### config.mk
export PLATFORM = sky130hd
export DESIGN_NAME = vscale_dmem_arbiter
export DESIGN_NICKNAME = d
export VERILOG_FILES = /design/src/rtl/vscale_dmem_arbiter.sv
export SDC_FILE = /design/constraint.sdc
export NUM_CORES = 1
export LEC_CHECK = 0
export CAP_MARGIN = 20
export CORE_UTILIZATION = 40
export DETAILED_ROUTE_END_ITERATION = 6
export GPL_TIMING_DRIVEN = 0
export PLACE_DENSITY = 0.79
export SLEW_MARGIN = 10
export SYNTH_ARGS = -nofsm -noshare
export SYNTH_HDL_FRONTEND = slang
export SYNTH_SLANG_ARGS = --single-unit
export TNS_END_PERCENT = 50
### constraint.sdc
create_clock -name hclk -period 3.1 [get_ports hclk]
set_input_delay 0.465 -clock hclk [delete_from_list [all_inputs] [get_ports hclk]]
set_output_delay 0.465 -clock hclk [all_outputs]
set_load 0.03 [all_outputs]
### src/rtl/vscale_dmem_arbiter.sv
// Round-robin arbiter that merges the core 0 and core 1 HASTI data-memory ports
// onto the shared SRAM data port, tagging each address with a per-core region prefix.
module vscale_dmem_arbiter #(
   parameter logic [1:0] REGION_0 = 2'b00,
   parameter logic [1:0] REGION_1 = 2'b00,
   localparam int HASTI_ADDR_WIDTH  = 32,
   localparam int HASTI_BUS_WIDTH   = 32,
   localparam int HASTI_SIZE_WIDTH  = 3,
   localparam int HASTI_BURST_WIDTH = 3,
   localparam int HASTI_PROT_WIDTH  = 4,
   localparam int HASTI_TRANS_WIDTH = 2
) (
   input  logic                          hclk,
   input  logic                          reset,
   input  logic [HASTI_ADDR_WIDTH-1:0]   m0_haddr,
   input  logic                          m0_hwrite,
   input  logic [HASTI_SIZE_WIDTH-1:0]   m0_hsize,
   input  logic [HASTI_BURST_WIDTH-1:0]  m0_hburst,
   input  logic                          m0_hmastlock,
   input  logic [HASTI_PROT_WIDTH-1:0]   m0_hprot,
   input  logic [HASTI_TRANS_WIDTH-1:0]  m0_htrans,
   input  logic [HASTI_BUS_WIDTH-1:0]    m0_hwdata,
   output logic [HASTI_BUS_WIDTH-1:0]    m0_hrdata,
   output logic                          m0_hready,
   output logic                          m0_hresp,
   input  logic [HASTI_ADDR_WIDTH-1:0]   m1_haddr,
   input  logic                          m1_hwrite,
   input  logic [HASTI_SIZE_WIDTH-1:0]   m1_hsize,
   input  logic [HASTI_BURST_WIDTH-1:0]  m1_hburst,
   input  logic                          m1_hmastlock,
   input  logic [HASTI_PROT_WIDTH-1:0]   m1_hprot,
   input  logic [HASTI_TRANS_WIDTH-1:0]  m1_htrans,
   input  logic [HASTI_BUS_WIDTH-1:0]    m1_hwdata,
   output logic [HASTI_BUS_WIDTH-1:0]    m1_hrdata,
   output logic                          m1_hready,
   output logic                          m1_hresp,
   output logic [HASTI_ADDR_WIDTH+1:0]   s_haddr,
   output logic                          s_hwrite,
   output logic [HASTI_SIZE_WIDTH-1:0]   s_hsize,
   output logic [HASTI_BURST_WIDTH-1:0]  s_hburst,
   output logic                          s_hmastlock,
   output logic [HASTI_PROT_WIDTH-1:0]   s_hprot,
   output logic [HASTI_TRANS_WIDTH-1:0]  s_htrans,
   output logic [HASTI_BUS_WIDTH-1:0]    s_hwdata,
   input  logic [HASTI_BUS_WIDTH-1:0]    s_hrdata,
   input  logic                          s_hready,
   input  logic                          s_hresp
);

   localparam logic [HASTI_TRANS_WIDTH-1:0] TRANS_IDLE   = 2'b00;
   localparam logic [HASTI_TRANS_WIDTH-1:0] TRANS_NONSEQ = 2'b10;

   typedef struct packed {
      logic [HASTI_ADDR_WIDTH-1:0]  addr;
      logic                         write;
      logic [HASTI_SIZE_WIDTH-1:0]  size;
      logic [HASTI_BURST_WIDTH-1:0] burst;
      logic                         mastlock;
      logic [HASTI_PROT_WIDTH-1:0]  prot;
   } aph_t;

   aph_t       live_aph [2];
   aph_t       pend_aph [2];
   aph_t       gnt_aph;
   logic [1:0] pend_valid;
   logic [1:0] live;
   logic [1:0] req;
   logic       rr;
   logic       gnt_valid;
   logic       gnt_id;
   logic       dp_valid;
   logic       dp_id;

   // A master's inputs only count while it is not already parked in its pending buffer.
   always_comb begin
      live_aph[0] = {m0_haddr, m0_hwrite, m0_hsize, m0_hburst, m0_hmastlock, m0_hprot};
      live_aph[1] = {m1_haddr, m1_hwrite, m1_hsize, m1_hburst, m1_hmastlock, m1_hprot};
      live[0]     = !pend_valid[0] && (m0_htrans == TRANS_NONSEQ);
      live[1]     = !pend_valid[1] && (m1_htrans == TRANS_NONSEQ);
      req         = pend_valid | live;
      gnt_valid   = (|req) && !reset;
      gnt_id      = (req[0] && req[1]) ? rr : req[1];
      gnt_aph     = '0;
      if (gnt_valid)
         gnt_aph = pend_valid[gnt_id] ? pend_aph[gnt_id] : live_aph[gnt_id];
   end

   always_comb begin
      s_haddr     = '0;
      s_htrans    = TRANS_IDLE;
      if (gnt_valid) begin
         s_haddr  = {(gnt_id ? REGION_1 : REGION_0), gnt_aph.addr};
         s_htrans = TRANS_NONSEQ;
      end
      s_hwrite    = gnt_aph.write;
      s_hsize     = gnt_aph.size;
      s_hburst    = gnt_aph.burst;
      s_hmastlock = gnt_aph.mastlock;
      s_hprot     = gnt_aph.prot;
   end

   // Nothing advances while the slave stalls, so the granted address phase stays put.
   always_ff @(posedge hclk or posedge reset) begin
      if (reset) begin
         pend_valid <= '0;
         pend_aph   <= '{default: '0};
         rr         <= 1'b0;
         dp_valid   <= 1'b0;
         dp_id      <= 1'b0;
      end else if (s_hready) begin
         dp_valid <= gnt_valid;
         dp_id    <= gnt_id;
         if (gnt_valid)
            rr <= ~gnt_id;
         for (int n = 0; n < 2; n++) begin
            if (gnt_valid && (gnt_id == 1'(n))) begin
               pend_valid[n] <= 1'b0;
            end else if (live[n]) begin
               pend_valid[n] <= 1'b1;
               pend_aph[n]   <= live_aph[n];
            end
         end
      end
   end

   always_comb begin
      s_hwdata = '0;
      if (dp_valid)
         s_hwdata = dp_id ? m1_hwdata : m0_hwdata;
      m0_hrdata = s_hrdata;
      m1_hrdata = s_hrdata;
      m0_hready = s_hready && !pend_valid[0];
      m1_hready = s_hready && !pend_valid[1];
      m0_hresp  = dp_valid && !dp_id && s_hresp;
      m1_hresp  = dp_valid && dp_id && s_hresp;
   end

endmodule

==> results.cfg <==
[grt]
grt_max_degree = 33
grt_antenna_before_repair = 0
grt_pass1_vias = 8574
grt_pass1_wl_um = 50600
overflow = 0
track_usage_pct = 32.8

[cts]
cts.sinks = 93
cts_buffers = 9
cts_tree = done
cts-root-buf = clkbuf_16
clk_pin_slew_ns = 0.07
htreeDepth = 3
clk_path_buf_depth = 2
hold_buffers = 0
clock_latency_ns = 0.35

[setup_path]
crit_type = primary input to output port
required_ns = 2.63
critPathLaunchType = primary input
cp_cell_sequence = clkdlybuf4s50_1, nand2b_1, clkbuf_4, buf_4, clkbuf_4, nand3_1, o211ai_1, a22o_1, clkdlybuf4s15_2
crit_start = m1_htrans[0]
cp_max_fo = 10
path_common_cell = clkbuf_4
cp.arrival_ns = 2.62
slowest_delay_ns = 0.52
slowest_stage = clkdlybuf4s50_1
cp-end-kind = output port
crit-reg2reg-launch = pend_valid[0]

[die]
die_h_um = 143
start_util_pct = 40.9
fp.dieArea_um2 = 20500
num_rows = 51
die_width_um = 143
io_pins = 340
coreArea_um2 = 19500

[synthesis]
avgSynthCellArea_um2 = 8.48
netlist_area_um2 = 7950
ys_ff_latch = 93
synth-warning-count = 0
synth_edf_count = 0
seq_area_frac_synth_pct = 29.3
synthArstFlopShare_pct = 100
synth_cell_types = 30
syn-instance-count = 938
synth_ff_type = dfrtp_1

[pwr]
max-vdd-ir-drop_mv = 0.363
p_per_area_nw_per_um2 = 688
p_leak_nw = 4.70
total_power_mw = 8.14

[sta]
setup_violations = 0
slew_headroom_pct = 60.7
fmax_mhz = 324
setup_ws_ns = 0.0120
min_period_over_period_pct = 99.6
hold_viol_final = 0
slew_viol_final = 0
final.setup_skew_ns = 0.00840
fin_crit_ns = 3.09
tightestPinTransition_ns = 0.590
holdWs_ns = 0.438

[placement]
gp_congestion = 0.911
dpl.hpwl_um = 25100
port_buffers = 304
post-place-ws_ns = -1.22

[min_path]
hold_path_class = primary input to asynchronous set/reset pin

[routing]
antenna_left = 0
avgRoutedWirePerCell_um = 22.2
drc = 0
drtPass1Iterations = 5
drt_iter0_drc = 861
viasPerCell = 5.90
vias = 9062
wirelength_um = 34100

[run_status]
status = finished, final reports clean

[final_layout]
area.growth.synth_to_final_pct = 48.8
drive_above_1_share_pct = 16.9
insertedDiodeCount = 0
nNetsFinal = 1457
layout.cells.most_common_list = 255 x clkdlybuf4s50_1, 179 x o21ai_0, 123 x nor2b_1
final_common_cell = clkdlybuf4s50_1

[flow_run]
max-cap-violations = 0
==> state kept, by name, indices dropped and copies added, names as in the netlist <==
register    count
rr              1
dp_valid        1
dp_id           1
pend_aph       88
pend_valid      2
==> where the power goes <==
group | switching [mW] | internal (mW)
clock | 0.520 | 0.779
sequential | 0.354 | 1.76
combinational | 2.74 | 1.99
total | 3.61 | 4.53
==> worst max-delay path: cells and delay by family <==
family	cells	cell delay, ns
AND/OR/NAND/NOR	2	0.24
AO/OA/AOI/OAI	2	0.36
buffers and inverters	5	1.55
==> kinds of logic (layout without fill, tap and decap cells) <==
logic type / count (synthesis) / in the layout / synth area share (%)
mux: 121 / 121 / 16.6
compound gates: 325 / 325 / 26.0
other cells: 1 / 3 / 0.0471
flops: 93 / 93 / 29.3
buf+inv: 175 / 505 / 12.0
simple gates: 223 / 223 / 16.1
==> repair_timing <==
action,4_1_cts,5_1_grt
pin swaps,1,1
setup endpoints to repair,46,47
setup buffers,8,0
cloned,2,0
resized for setup,132,76
==> Yosys cell counts, drive strengths merged, types with 4 or more instances <==
library cell	count	share of area, %
a21oi	5	0.60
a22o	44	4.8
buf	99	8.4
clkbuf	72	3.4
dfrtp	93	29
inv	4	0.19
mux2	89	13
mux2i	32	4.0
nand3	89	5.6
nor2b	124	9.8
o211ai	88	8.3
o21ai	181	11
==> layout make-up <==
| type | instances | area, um^2 |
|---|---|---|
| inverters | 4 | 41.3 |
| clock buffers | 12 | 267 |
| fillers | 1703 | 7630 |
| plain buffers | 170 | 1010 |
| clock inverters | 4 | 77.6 |
| repair inverters | 1 | 8.76 |
| flip-flops and latches | 93 | 2330 |
| multi-input cells | 672 | 4720 |
| well taps | 265 | 332 |
| repair buffers | 314 | 3050 |
==> metrics by stage <==
step	TNS, ns	area, um^2	cells	util [%]
2_1_floorplan	0	7960	940	-
3_3_place_gp	-60.64	11300	1509	58.3
3_5_place_dp	-48.26	11400	1510	58.4
4_1_cts	0	11900	1535	61.2
5_1_grt	-0.0311	11800	1535	60.8
6_report	0	11800	1535	60.8
==> layer usage <==
layer | track usage [%] | up-vias | wire length (um)
li1 | - | 4002 | -
met1 | 41.6 | 4333 | 13000
met2 | 53.2 | 635 | 16200
met3 | 7.91 | 92 | 3710
met4 | 13.5 | 0 | 1220
met5 | 0 | - | 0
==> final timing paths <==
| path | endpoint | slack [ns] | depth (start not counted) |
|---|---|---|---|
| hold / removal | pend_aph[79] | 0.44 | 2 |
| setup / recovery | s_haddr[29] | 0.01 | 9 |
| max in group asynchronous | pend_aph[74] | 2.02 | 3 |
| hold reg to reg | pend_aph[21] | 0.50 | 1 |
| setup reg to reg | pend_aph[12] | 0.83 | 7 |
| min in group hclk | pend_aph[21] | 0.50 | 1 |
Power figures use the tool's default switching activity.
